==> src/rtl/bcd_pkg.sv <==
// Shared constants for the serial BCD adder: digit geometry, decimal correction, FSM encoding.
package bcd_pkg;

    localparam int unsigned DIGIT_W  = 4;
    localparam int unsigned SUM_W    = DIGIT_W + 1;
    localparam int unsigned STATE_W  = 2;

    localparam logic [DIGIT_W-1:0] BCD_MAX  = 4'd9;
    localparam logic [DIGIT_W-1:0] BCD_CORR = 4'd6;

    localparam logic [STATE_W-1:0] ST_IDLE = 2'd0;
    localparam logic [STATE_W-1:0] ST_ADD  = 2'd1;
    localparam logic [STATE_W-1:0] ST_DONE = 2'd2;

    function automatic logic digit_illegal(input logic [DIGIT_W-1:0] d);
        return d > BCD_MAX;
    endfunction

endpackage

==> src/rtl/bcd_ripple_adder.sv <==
// Single-digit BCD adder: binary add of two digits plus carry, then +6 correction above 9.
module bcd_ripple_adder
    import bcd_pkg::*;
(
    input  logic [DIGIT_W-1:0] a_i,
    input  logic [DIGIT_W-1:0] b_i,
    input  logic               cin_i,
    output logic [DIGIT_W-1:0] sum_c,
    output logic               cout_c
);

    logic [SUM_W-1:0] bin_sum;
    logic [SUM_W-1:0] corr_sum;

    // Five bits hold any pair of nibbles plus carry, even for non-BCD digits.
    always_comb begin
        bin_sum  = SUM_W'(a_i) + SUM_W'(b_i) + SUM_W'(cin_i);
        cout_c   = bin_sum > SUM_W'(BCD_MAX);
        corr_sum = bin_sum + SUM_W'(BCD_CORR);
        sum_c    = cout_c ? corr_sum[DIGIT_W-1:0] : bin_sum[DIGIT_W-1:0];
    end

endmodule

==> src/rtl/bcd_serial_add_ctrl.sv <==
// Digit-serial multi-digit BCD adder: captures operands, adds one digit per cycle through a
// single shared digit adder, then pulses done with the packed sum and final carry.
module bcd_serial_add_ctrl
    import bcd_pkg::*;
#(
    parameter int unsigned DIGITS = 4
) (
    input  logic                      clk,
    input  logic                      rst,
    input  logic                      start,
    input  logic [DIGITS*DIGIT_W-1:0] op_a,
    input  logic [DIGITS*DIGIT_W-1:0] op_b,
    input  logic                      cin,
    output logic                      busy,
    output logic                      done,
    output logic [DIGITS*DIGIT_W-1:0] sum,
    output logic                      cout,
    output logic                      err
);

    localparam int unsigned OP_W  = DIGITS * DIGIT_W;
    localparam int unsigned IDX_W = (DIGITS > 1) ? $clog2(DIGITS) : 1;
    localparam logic [IDX_W-1:0] IDX_LAST = IDX_W'(DIGITS - 1);

    logic [STATE_W-1:0] state_q, state_d;
    logic [IDX_W-1:0]   idx_q,   idx_d;
    logic [OP_W-1:0]    a_q,     a_d;
    logic [OP_W-1:0]    b_q,     b_d;
    logic [OP_W-1:0]    sum_q,   sum_d;
    logic               carry_q, carry_d;
    logic               cout_q,  cout_d;
    logic               err_q,   err_d;
    logic               busy_q,  busy_d;
    logic               done_q,  done_d;

    logic [DIGIT_W-1:0] dig_a_c;
    logic [DIGIT_W-1:0] dig_b_c;
    logic [DIGIT_W-1:0] dig_sum_c;
    logic               dig_cout_c;
    logic               operand_err_c;

    assign dig_a_c = a_q[32'(idx_q) * DIGIT_W +: DIGIT_W];
    assign dig_b_c = b_q[32'(idx_q) * DIGIT_W +: DIGIT_W];

    bcd_ripple_adder u_digit_add (
        .a_i    (dig_a_c),
        .b_i    (dig_b_c),
        .cin_i  (carry_q),
        .sum_c  (dig_sum_c),
        .cout_c (dig_cout_c)
    );

    // Flag any non-BCD nibble in the operands presented at capture.
    always_comb begin
        operand_err_c = 1'b0;
        for (int unsigned i = 0; i < DIGITS; i++) begin
            if (digit_illegal(op_a[i*DIGIT_W +: DIGIT_W]) ||
                digit_illegal(op_b[i*DIGIT_W +: DIGIT_W])) begin
                operand_err_c = 1'b1;
            end
        end
    end

    always_comb begin
        state_d = state_q;
        idx_d   = idx_q;
        a_d     = a_q;
        b_d     = b_q;
        sum_d   = sum_q;
        carry_d = carry_q;
        cout_d  = cout_q;
        err_d   = err_q;

        case (state_q)
            ST_IDLE: begin
                if (start) begin
                    a_d     = op_a;
                    b_d     = op_b;
                    carry_d = cin;
                    idx_d   = '0;
                    sum_d   = '0;
                    err_d   = operand_err_c;
                    state_d = ST_ADD;
                end
            end
            ST_ADD: begin
                sum_d[32'(idx_q) * DIGIT_W +: DIGIT_W] = dig_sum_c;
                carry_d = dig_cout_c;
                // cout is loaded on entry to DONE so it is valid alongside the done pulse.
                if (idx_q == IDX_LAST) begin
                    cout_d  = dig_cout_c;
                    state_d = ST_DONE;
                end else begin
                    idx_d = idx_q + IDX_W'(1);
                end
            end
            ST_DONE: begin
                state_d = ST_IDLE;
            end
            default: begin
                state_d = ST_IDLE;
            end
        endcase

        busy_d = (state_d != ST_IDLE);
        done_d = (state_d == ST_DONE);
    end

    always_ff @(posedge clk or posedge rst) begin
        if (rst) begin
            state_q <= ST_IDLE;
            idx_q   <= '0;
            a_q     <= '0;
            b_q     <= '0;
            sum_q   <= '0;
            carry_q <= 1'b0;
            cout_q  <= 1'b0;
            err_q   <= 1'b0;
            busy_q  <= 1'b0;
            done_q  <= 1'b0;
        end else begin
            state_q <= state_d;
            idx_q   <= idx_d;
            a_q     <= a_d;
            b_q     <= b_d;
            sum_q   <= sum_d;
            carry_q <= carry_d;
            cout_q  <= cout_d;
            err_q   <= err_d;
            busy_q  <= busy_d;
            done_q  <= done_d;
        end
    end

    assign busy = busy_q;
    assign done = done_q;
    assign sum  = sum_q;
    assign cout = cout_q;
    assign err  = err_q;

endmodule

==> config.mk <==
export PLATFORM = sky130hd
export DESIGN_NAME = bcd_serial_add_ctrl
export DESIGN_NICKNAME = d
export VERILOG_FILES = /design/src/rtl/bcd_pkg.sv /design/src/rtl/bcd_ripple_adder.sv /design/src/rtl/bcd_serial_add_ctrl.sv
export SDC_FILE = /design/constraint.sdc
export NUM_CORES = 1
export LEC_CHECK = 0
export BUFFER_PORTS_ARGS = -buffer_cell sky130_fd_sc_hd__buf_2
export CAP_MARGIN = 25
export CORE_ASPECT_RATIO = 0.75
export CORE_UTILIZATION = 41
export DETAILED_ROUTE_END_ITERATION = 6
export PLACE_DENSITY = 0.64
export RECOVER_POWER = 100
export SLEW_MARGIN = 20
export SYNTH_ARGS = -nofsm -noshare
export SYNTH_HDL_FRONTEND = slang
export SYNTH_HIERARCHICAL = 1
export SYNTH_SLANG_ARGS = --single-unit
==> constraint.sdc <==
create_clock -name clk -period 5.2 [get_ports clk]
set_input_delay 0.52 -clock clk [delete_from_list [all_inputs] [get_ports clk]]
set_output_delay 0.52 -clock clk [all_outputs]
set_load 0.05 [all_outputs]
Word-level counts from Yosys, hierarchy flattened
Cells that the tools add are included.
{"block": "totals", "wordCells": 60, "reg_bits": 57, "out_inout_bits": 20, "inputBits": 36}
{"block": "classes", "reduce_logical": 11, "shifts": 4, "add_sub_neg": 5, "n_eq_ne": 5, "n_lt_le_gt_ge": 9, "n_mux": 16}
{"cell": "4-bit negator with 34-bit output", "n": 1}
{"cell": "4-bit by 34-bit variable shift with 16-bit output (first input constant)", "n": 1}
{"cell": "4-bit by 34-bit variable part select with 16-bit output", "n": 1}
{"cell": "4-bit > comparator (second input constant)", "n": 8}
{"cell": "16-bit case mux with 2 select lines", "n": 1}
{"cell": "16-bit by 5-bit variable part select with 4-bit output", "n": 2}
{"cell": "16-bit bitwise mux", "n": 1}
{"cell": "16-bit 2-to-1 mux", "n": 1}
{"cell": "2-bit 2-to-1 mux", "n": 4}
{"cell": "2-bit case mux with 2 select lines", "n": 2}
{"cell": "2-bit AND reduction", "n": 3}
{"cell": "4-bit by 4-bit adder with 5-bit output", "n": 1}
{"cell": "5-bit by 1-bit adder with 5-bit output", "n": 1}
{"cell": "5-bit by 4-bit > comparator with 1-bit output (second input constant)", "n": 1}
{"cell": "1-bit 2-to-1 mux", "n": 5}
{"cell": "4-bit by 3-bit adder with 4-bit output (second input constant)", "n": 1}
{"cell": "2-bit equality test (second input constant)", "n": 2}
{"cell": "1-bit logical OR", "n": 4}
{"cell": "4-bit 2-to-1 mux", "n": 1}
{"cell": "2-bit != test (second input constant)", "n": 2}
{"cell": "2-bit nonzero test", "n": 2}
{"cell": "3-bit AND reduction", "n": 1}
{"cell": "2-bit by 1-bit adder with 2-bit output (second input constant)", "n": 1}
{"cell": "2-bit by 1-bit equality test with 1-bit output (second input constant)", "n": 1}
{"cell": "2 further kinds", "n": 2}

Longest topological paths before layout
Gate-level depths: netlist of the first run.
{"block": "logic_depth", "word_depth": 8, "mapped_depth": 10, "mapped_depth_nobuf": 9}

Hierarchy
The synthesis of the first run kept the hierarchy.
{"module": "bcd_serial_add_ctrl", "area_each_um2": 2552.4, "cells_each": 176, "instances": 1}
{"module": "bcd_ripple_adder", "area_each_um2": 211.5, "cells_each": 22, "instances": 1}

Worst setup path after synthesis of the first run
Ideal clock, no wire load.
{"block": "synth_timing", "kind": "reg-to-reg", "start": "register idx_q[1]", "end": "register sum_q[10] (netlist: sum[10])", "n_path_buf": 1, "setup_time_ns": 0.067, "t_arrival_ns": 3.438, "slack_ns": 1.695, "stages_incl_launch_ff": 11, "cell_sequence": "dfrtp_1 > clkbuf_1 > mux4_2 > fa_1 > fa_1 > xnor2_1 > ha_1 > a31o_1 > o31ai_4 > mux2i_1 > a22o_1"}
{"block": "synth_via", "elab_chain_len": 8}
{"element": "from (decl)", "line_no": "bcd_serial_add_ctrl.sv:26", "text": "logic [IDX_W-1:0] idx_q, idx_d;"}
{"element": "from (signal assigned)", "line_no": "bcd_serial_add_ctrl.sv:123", "text": "idx_q <= idx_d;"}
{"element": "16-bit by 5-bit variable part select with 4-bit output", "line_no": "bcd_serial_add_ctrl.sv:43", "text": "assign dig_b_c = b_q[32'(idx_q) * DIGIT_W +: DIGIT_W];"}
{"element": "named net dig_b_c[0]", "line_no": "bcd_serial_add_ctrl.sv:37", "text": "logic [DIGIT_W-1:0] dig_b_c;"}
{"element": "4-bit by 4-bit adder with 5-bit output", "line_no": "bcd_ripple_adder.sv:17", "text": "bin_sum = SUM_W'(a_i) + SUM_W'(b_i) + SUM_W'(cin_i);"}
{"element": "5-bit by 1-bit adder with 5-bit output", "line_no": "bcd_ripple_adder.sv:17"}
{"element": "5-bit by 4-bit > comparator with 1-bit output", "line_no": "bcd_ripple_adder.sv:18", "text": "cout_c = bin_sum > SUM_W'(BCD_MAX);"}
{"element": "named net dig_cout_c", "line_no": "bcd_serial_add_ctrl.sv:39", "text": "logic dig_cout_c;"}
{"element": "4-bit 2-to-1 mux", "line_no": "bcd_ripple_adder.sv:20", "text": "sum_c = cout_c ? corr_sum[DIGIT_W-1:0] : bin_sum[DIGIT_W-1:0];"}
{"element": "named net dig_sum_c[2]", "line_no": "bcd_serial_add_ctrl.sv:38", "text": "logic [DIGIT_W-1:0] dig_sum_c;"}
{"element": "4-bit by 34-bit variable part select with 16-bit output", "line_no": "bcd_serial_add_ctrl.sv:87", "text": "sum_d[32'(idx_q) * DIGIT_W +: DIGIT_W] = dig_sum_c;"}
{"element": "16-bit bitwise mux", "line_no": "bcd_serial_add_ctrl.sv:87"}
{"element": "16-bit case mux with 2 select lines", "line_no": "bcd_serial_add_ctrl.sv:74", "text": "case (state_q)"}
{"element": "to (signal assigned)", "line_no": "bcd_serial_add_ctrl.sv:126", "text": "sum_q <= sum_d;"}
{"element": "to (decl)", "line_no": "bcd_serial_add_ctrl.sv:29", "text": "logic [OP_W-1:0] sum_q, sum_d;"}
The timed path passes the listed nets, and every way through them passes these cells.
A chain may end at the register's enable or synchronous reset.

Worst setup path after layout of the first run
{"block": "layout_timing", "start": "register idx_q[0]", "end": "register sum_q[14] (netlist: sum[14])"}
{"block": "layout_via", "elab_chain_len": 8}
{"element": "16-bit by 5-bit variable part select with 4-bit output", "line_no": "bcd_serial_add_ctrl.sv:42", "text": "assign dig_a_c = a_q[32'(idx_q) * DIGIT_W +: DIGIT_W];"}
{"element": "named net dig_a_c[0]", "line_no": "bcd_serial_add_ctrl.sv:36", "text": "logic [DIGIT_W-1:0] dig_a_c;"}
{"element": "4-bit by 4-bit adder with 5-bit output", "line_no": "bcd_ripple_adder.sv:17"}
{"element": "5-bit by 1-bit adder with 5-bit output", "line_no": "bcd_ripple_adder.sv:17"}
{"element": "5-bit by 4-bit > comparator with 1-bit output", "line_no": "bcd_ripple_adder.sv:18"}
{"element": "named net dig_cout_c", "line_no": "bcd_serial_add_ctrl.sv:39"}
{"element": "4-bit 2-to-1 mux", "line_no": "bcd_ripple_adder.sv:20"}
{"element": "named net dig_sum_c[2]", "line_no": "bcd_serial_add_ctrl.sv:38"}
{"element": "4-bit by 34-bit variable part select with 16-bit output", "line_no": "bcd_serial_add_ctrl.sv:87"}
{"element": "16-bit bitwise mux", "line_no": "bcd_serial_add_ctrl.sv:87"}
{"element": "16-bit case mux with 2 select lines", "line_no": "bcd_serial_add_ctrl.sv:74"}
The timed path passes the listed nets, and every way through them passes these cells.

==> flow_summary_export.csv, run 1 <==
group,metric,value,unit
run_status,violations,"capacitance limit, slew limit",
worst_setup_path,crit_path_top_delay_cell,"dfrtp_1",
die,io_pins,56,
global_route,grt_overflow,0,
synthesis,synth_cell_types,35,
route,firstDrtPassIters,4,
global_route,grt_pass1_vias,1904,
synthesis,syn_inst,198,
route,via_count,1876,
worst_hold_path,whs_path_depth,2,
synthesis,synth.avg_cell_area,14.0,sq um
worst_setup_path,cp.arrival,4.54,ns
die,coreArea,0.00641,sq mm
clock_tree,cts_resized,0,
synthesis,synthAdderAreaFrac,5.52,%
sta,fin_tns_setup,0,ns
worst_setup_path,reg2reg_depth,9,
route,final_antenna_net_count,0,
worst_setup_path,slowest_delay,0.80,ns
route,wire_per_inst,17.3,um
synthesis,seq_area_frac_synth,51.6,%
layout,drive_above_1_share,35.7,%
layout,antenna_cells,0,
worst_setup_path,worstPathCellList,"mux4_2 > fa_1 > fa_1 > xnor2_1 > ha_1 > a31o_1 > o31ai_1 > mux2i_1 > a22o_1",
clock_tree,holdBufCountCts,0,
worst_setup_path,reg2reg_to,"sum[14]",
die,die-area,0.00708,sq mm
route,totalWireLength,5960,um
worst_setup_path,crit_fanout,15,
layout,nFillCells,588,
clock_tree,cts_buffer_depth,2,
job,drv_cap,2,
worst_setup_path,reg2reg_from,"idx_q[0]",
worst_setup_path,critPathLaunchType,"flop",
route,drt-initial-drc-count,164,
clock_tree,cts_tree,"built",
worst_hold_path,hold_end,"b_q[12]",
sta,rsz0062_at_grt,"false",
synthesis,yosys_register_bits,57,
die,die_h,73.1,um
synthesis,syn-num-nets,245,
global_route,antenna_found_initial,0,
die,start_util,43.1,%
run_status,run_status,"finished, violations left",
clock_tree,cts.sinks,57,
clock_tree,cts_buffers,9,
sta,worstMarginPinSlew,3.02,ns
worst_setup_path,critical_path_depth,9,
clock_tree,clk_latency,0.33,ns
worst_setup_path,cp_top_family,"adder cells",
route,route.detailed.drc,0,
place,portBuffers,55,
worst_setup_path,crit_path_frequent_cell,"fa_1",
sta,period_needed,4.27,ns
global_route,grt_pass1_wl,9940,um
synthesis,synth_top_family_by_area,"multiplexers",
global_route,grt_usage,19.0,%
sta,slew-limit-headroom,-101,%
synthesis,mappedNetlistArea,0.00276,sq mm
worst_setup_path,end_kind,"flop",
die,num_rows,25,
synthesis,synth-xor-area-share,0.634,%
worst_hold_path,hold_path_startpoint,"op_b[12]",
die,die_x,96.8,um
clock_tree,htreeDepth,3,
route,vias_per_cell,5.45,
clock_tree,cts_setup_buffers,0,
synthesis,synth-simple-area-share,7.15,%
sta,hold_violations,0,
sta,fin_skew,0.00538,ns
global_route,grt_max_degree,58,
clock_tree,clk_pin_slew_worst_paths,0.06,ns
worst_setup_path,required,5.47,ns
layout,final_cell_mix,"dfrtp_1 (57), buf_2 (35), mux2_2 (33)",
sta,drv_slew,93,
worst_setup_path,r2r_slack,0.93,ns
synthesis,yosys-mux-area-fraction,21.1,%
synthesis,synth_compound_area_share,11.2,%
worst_hold_path,hold_path.class,"input pin to flop",
layout,fin_nets,306,
synthesis,ys_warn_count,6,
place,gp_congestion,0.761,
place,dp.final_hpwl,4430,um
sta,setup_viol_count_final,0,
layout,final_common_cell,"dfrtp_1",
clock_tree,clock-root-buffer,"clkbuf_8",
layout,syn_to_final_growth,17.3,%
sta,period_share,82.1,%
sta,timing.fmax,234,MHz
worst_setup_path,path_class,"flop to flop",
worst_setup_path,crit_buf_inv,0,
==> worst max-delay path by stage <==
| stage | start | endpoint | slack (ns) |
|---|---|---|---|
| 3_5_place_dp | idx_q[0] | sum[6] | 1.21 |
| 6_report | idx_q[0] | sum[14] | 0.93 |
| 3_3_place_gp | idx_q[0] | sum[10] | 1.35 |
| 2_1_floorplan | idx_q[1] | sum[10] | 1.70 |
| 4_1_cts | idx_q[0] | sum[10] | 1.19 |
| 5_1_grt | idx_q[0] | sum[14] | 0.60 |
==> logic make-up after synthesis <==
group / after synthesis
flip-flops: 57
multiplexers: 44
AO/OA/AOI/OAI: 41
AND/OR/NAND/NOR: 30
buffers and inverters: 13
adder cells (fa/ha/maj): 11
XOR/XNOR: 2
==> cell type report <==
| class | count | area (sq um) | area share [%] |
|---|---|---|---|
| clock inverter | 3 | 40.0 | 1.23 |
| timing repair buffer | 57 | 258 | 7.95 |
| tap | 81 | 101 | 3.12 |
| sequential | 57 | 1430 | 44.0 |
| clock buffer | 12 | 155 | 4.78 |
| multi-input combinational | 128 | 1240 | 38.2 |
| inverter | 6 | 22.5 | 0.694 |
==> state kept, by name, indices dropped and copies added, names as in the netlist <==
register	cells
a_q	16
carry_q	1
busy	1
done	1
b_q	16
state_q	2
sum	16
idx_q	2
err	1
cout	1
==> through the flow <==
stage	utilization, %	setup WS (ns)	hold WS, ns	cells	instance area [sq um]
floorplan	-	1.70	0.453	198	2760
global placement	48.4	1.35	0.477	329	3100
detailed placement	48.4	1.21	0.476	329	3100
CTS	51.4	1.19	0.396	344	3300
global route	50.6	0.602	0.411	344	3240
finish	50.6	0.929	0.420	344	3240
==> cell usage after synthesis (all sizes together) <==
| cell type | count | area, sq um |
|---|---|---|
| dfrtp | 57 | 1430 |
| mux2 | 34 | 383 |
| a22o | 16 | 140 |
| ha | 9 | 113 |
| o21ai | 9 | 45.0 |
| mux4 | 8 | 180 |
| nand2 | 7 | 26.3 |
| buf | 6 | 51.3 |
| inv | 6 | 22.5 |
| a21o | 5 | 38.8 |
| nor2 | 5 | 18.8 |
| a21oi | 4 | 20.0 |
| nand2b | 4 | 25.0 |
| nor2b | 3 | 18.8 |
| nor4 | 3 | 37.5 |
| a31oi | 2 | 12.5 |
| and2 | 2 | 12.5 |
| and4 | 2 | 17.5 |
| fa | 2 | 40.0 |
| mux2i | 2 | 20.0 |
| xnor2 | 2 | 17.5 |
| a2111oi | 1 | 8.76 |
| a22oi | 1 | 7.51 |
| a31o | 1 | 8.76 |
| and3 | 1 | 6.26 |
| clkbuf | 1 | 3.75 |
| nand3 | 1 | 5.00 |
| nand4bb | 1 | 11.3 |
| nor3b | 1 | 18.8 |
| o22ai | 1 | 6.26 |
| o31ai | 1 | 21.3 |
==> routing by layer <==
layer	routed length, um	up-vias	GRT usage, %
met5	0	-	0
met4	46	0	4.48
met3	288	5	7.18
met2	2700	46	27.5
met1	2930	964	27.1
li1	-	861	-
Power of run 1 is left out: the tool's default activity adds up to more than one toggle a clock period on the data nets, which glitch-free logic cannot reach.
==> run 2: changes to the inputs <==
--- a/config.mk
+++ b/config.mk
@@ -5,12 +5,13 @@
 export SDC_FILE = /design/constraint.sdc
 export NUM_CORES = 1
 export LEC_CHECK = 0
+export ABC_AREA = 1
 export BUFFER_PORTS_ARGS = -buffer_cell sky130_fd_sc_hd__buf_2
 export CAP_MARGIN = 25
 export CORE_ASPECT_RATIO = 0.75
 export CORE_UTILIZATION = 41
 export DETAILED_ROUTE_END_ITERATION = 6
-export PLACE_DENSITY = 0.64
+export PLACE_DENSITY = 0.67
 export RECOVER_POWER = 100
 export SLEW_MARGIN = 20
 export SYNTH_ARGS = -nofsm -noshare
==> constraint.sdc (replaced) <==
create_clock -name clk -period 3.9 [get_ports clk]
set_input_delay 0.39 -clock clk [delete_from_list [all_inputs] [get_ports clk]]
set_output_delay 0.39 -clock clk [all_outputs]
set_load 0.05 [all_outputs]
==> run 2 against run 1 <==
Compared with the run above: the flow still finishes with violations (capacitance limit, slew limit); global-route usage grew 2.0 points; worst hold slack got worse by 0.17 ns; first-iteration DRC count decreased by 13%; wire length is 16% higher; sequential share of layout area down 0.83 points; critical path depth rose by 6; worst setup slack lost 0.45 ns; critical path type unchanged; largest cell class unchanged.
==> flow_summary_export.csv, run 2 <==
group,metric,value,unit
run_status,run_status,"finished, violations left",
run_status,violations,"capacitance limit, slew limit",
synthesis,synth_compound_area_share,10.7,%
synthesis,syn_inst,351,
sta,worstMarginPinSlew,1.83,ns
synthesis,yosys-mux-area-fraction,0,%
synthesis,synth-xor-area-share,0,%
sta,rsz0062_at_grt,"false",
die,die_x,98.7,um
synthesis,synth_largest_area_cell,"dfrtp_1",
worst_setup_path,crit_path_top_delay_cell,"fa_1",
global_route,grt_pass1_wl,11700,um
clock_tree,cts_setup_buffers,0,
synthesis,synth-main-ff-cell,"dfrtp_1",
clock_tree,clk_pin_slew_worst_paths,0.06,ns
clock_tree,htreeDepth,3,
synthesis,mappedNetlistArea,0.00288,sq mm
die,start_util,42.3,%
worst_setup_path,worstPathCellList,"clkbuf_1 > o21ai_0 > o22ai_1 > fa_1 > fa_1 > nand2_1 > nand2_2 > ha_1 > a21oi_4 > nand2_4 > nand2_4 > nand2_1 > nand2_1 > nand3_1 > o21ai_0",
route,drt-initial-drc-count,143,
layout,final_cell_mix,"nand2_1 (133), dfrtp_1 (57), o21ai_0 (40)",
sta,hold_violations,0,
global_route,grt_max_degree,51,
worst_setup_path,critPathLaunchType,"flop",
clock_tree,cts_tree,"built",
synthesis,synth_top_family_by_area,"simple AND/OR/NAND/NOR gates",
route,final_antenna_net_count,0,
route,firstDrtPassIters,5,
synthesis,synth-simple-area-share,28.6,%
clock_tree,clock-root-buffer,"clkbuf_8",
clock_tree,clk_latency,0.33,ns
place,place_ws,0.562,ns
layout,fin_nets,454,
synthesis,yosysTopAreaCellShare,49.6,%
die,coreArea,0.00680,sq mm
clock_tree,cts_resized,0,
synthesis,synth_cell_types,26,
synthesis,synth-async-reset-ratio,100,%
synthesis,synth_area_leaders,"dfrtp_1 (50%), nand2_1 (17%), o21ai_0 (5.9%), nand3_1 (4.9%), ha_1 (3.9%)",
global_route,antenna_found_initial,0,
clock_tree,cts_buffers,9,
synthesis,synthAdderAreaFrac,5.30,%
route,totalWireLength,6880,um
sta,drv_slew,82,
worst_setup_path,slowest_delay,0.48,ns
layout,drive_above_1_share,15.6,%
sta,slew-limit-headroom,-22.3,%
synthesis,seq_area_frac_synth,49.6,%
route,wire_per_inst,13.9,um
sta,setup_viol_count_final,0,
sta,period_share,87.8,%
worst_setup_path,required,4.14,ns
worst_setup_path,cp.arrival,3.66,ns
layout,syn_to_final_growth,14.9,%
worst_setup_path,cp-startpoint,"idx_q[0]",
synthesis,post-synth-top-count-cell,"nand2_1",
layout,final_common_cell,"nand2_1",
clock_tree,cts_buffer_depth,2,
sta,fin_tns_setup,0,ns
sta,fin_skew,0.00655,ns
worst_setup_path,crit_fanout,22,
global_route,grt_pass1_vias,2430,
worst_setup_path,crit_path_frequent_cell,"nand2_1",
sta,period_needed,3.42,ns
job,drv_cap,2,
synthesis,yosys_register_bits,57,
worst_setup_path,reg2reg_from,"idx_q[0]",
route,via_count,2537,
place,dp.final_hpwl,5000,um
die,num_rows,26,
die,io_pins,56,
sta,timing.final.ws_setup,0.478,ns
place,gp_congestion,0.847,
die,die-area,0.00736,sq mm
route,route.detailed.drc,0,
synthesis,syn-num-nets,398,
place,portBuffers,55,
worst_setup_path,r2r_slack,0.48,ns
layout,layoutNonFillerInstCount,495,
sta,timing.fmax,292,MHz
synthesis,ys_warn_count,6,
worst_hold_path,hold_path_startpoint,"op_a[8]",
place,dp.cells,480,
route,vias_per_cell,5.13,
global_route,grt_usage,21.0,%
synthesis,synth.avg_cell_area,8.20,sq um
synthesis,ys_top_cells_by_count,"nand2_1 (132), dfrtp_1 (57), o21ai_0 (34)",
die,die_h,74.6,um
worst_setup_path,path_class,"flop to flop",
worst_setup_path,end_kind,"flop",
layout,antenna_cells,0,
worst_hold_path,hold_path.class,"input pin to flop",
global_route,grt_overflow,0,
clock_tree,holdBufCountCts,0,
clock_tree,cts.sinks,57,
synthesis,synth_edf_count,0,
[run 2: cell types whose count changed after synthesis, moves of 6 or more]
cell     change
mux4_2       -8
a22o_1      -16
nor2_1      +14
inv_1       +10
o21ai_0     +25
o22ai_1     +11
buf_2        +6
nand2_1    +125
mux2_2      -33
nand3_1     +27
[run 2: final timing paths]
| kind | to | depth (start not counted) |
|---|---|---|
| setup / recovery | sum[5] | 15 |
| hold / removal | a_q[8] | 3 |
| setup reg to reg | sum[5] | 15 |
| hold reg to reg | b_q[9] | 2 |
| max in group asynchronous | a_q[15] | 3 |
| min in group asynchronous | sum[13] | 2 |
[run 2: per-stage QoR]
step / utilization [%] / hold slack, ns / area [sq um]
finish: 48.6 / 0.249 / 3310
global route: 48.6 / 0.253 / 3310
CTS: 49.4 / 0.128 / 3360
detailed placement: 47.1 / 0.464 / 3200
global placement: 47.1 / 0.458 / 3200
floorplan: - / 0.444 / 2880
[run 2: cell type report]
type	count	area, sq um
repair buffers	57	258
inverters	24	93.8
well taps	84	105
multi-input cells	258	1260
clock inverters	3	17.5
clock buffers	12	145
flip-flops and latches	57	1430
fillers	676	3490
[run 2: metal layers]
metal | vias to the layer above | GRT usage (%) | share of wire (%)
met1 | 1206 | 31.2 | 51
met5 | - | 0 | 0
met3 | 2 | 5.83 | 6.2
met2 | 79 | 30.1 | 42
li1 | 1250 | - | -
met4 | 0 | 5.64 | 0.087
[run 2: kinds of logic (layout without fill, tap and decap cells)]
logic type,Yosys count,count (layout)
compound gates,55,55
fa+ha+maj,11,11
buf+inv,36,96
flops,57,57
simple gates,192,192
[run 2: critical path, delay by kind of cell (launching register included)]
family | cells | cell delay [ns]
adder cells (fa/ha/maj) | 3 | 1.14
AO/OA/AOI/OAI | 4 | 0.79
AND/OR/NAND/NOR | 7 | 0.65
flip-flops | 1 | 0.37
buffers and inverters | 1 | 0.37
Power of run 2 is left out for the same reason.
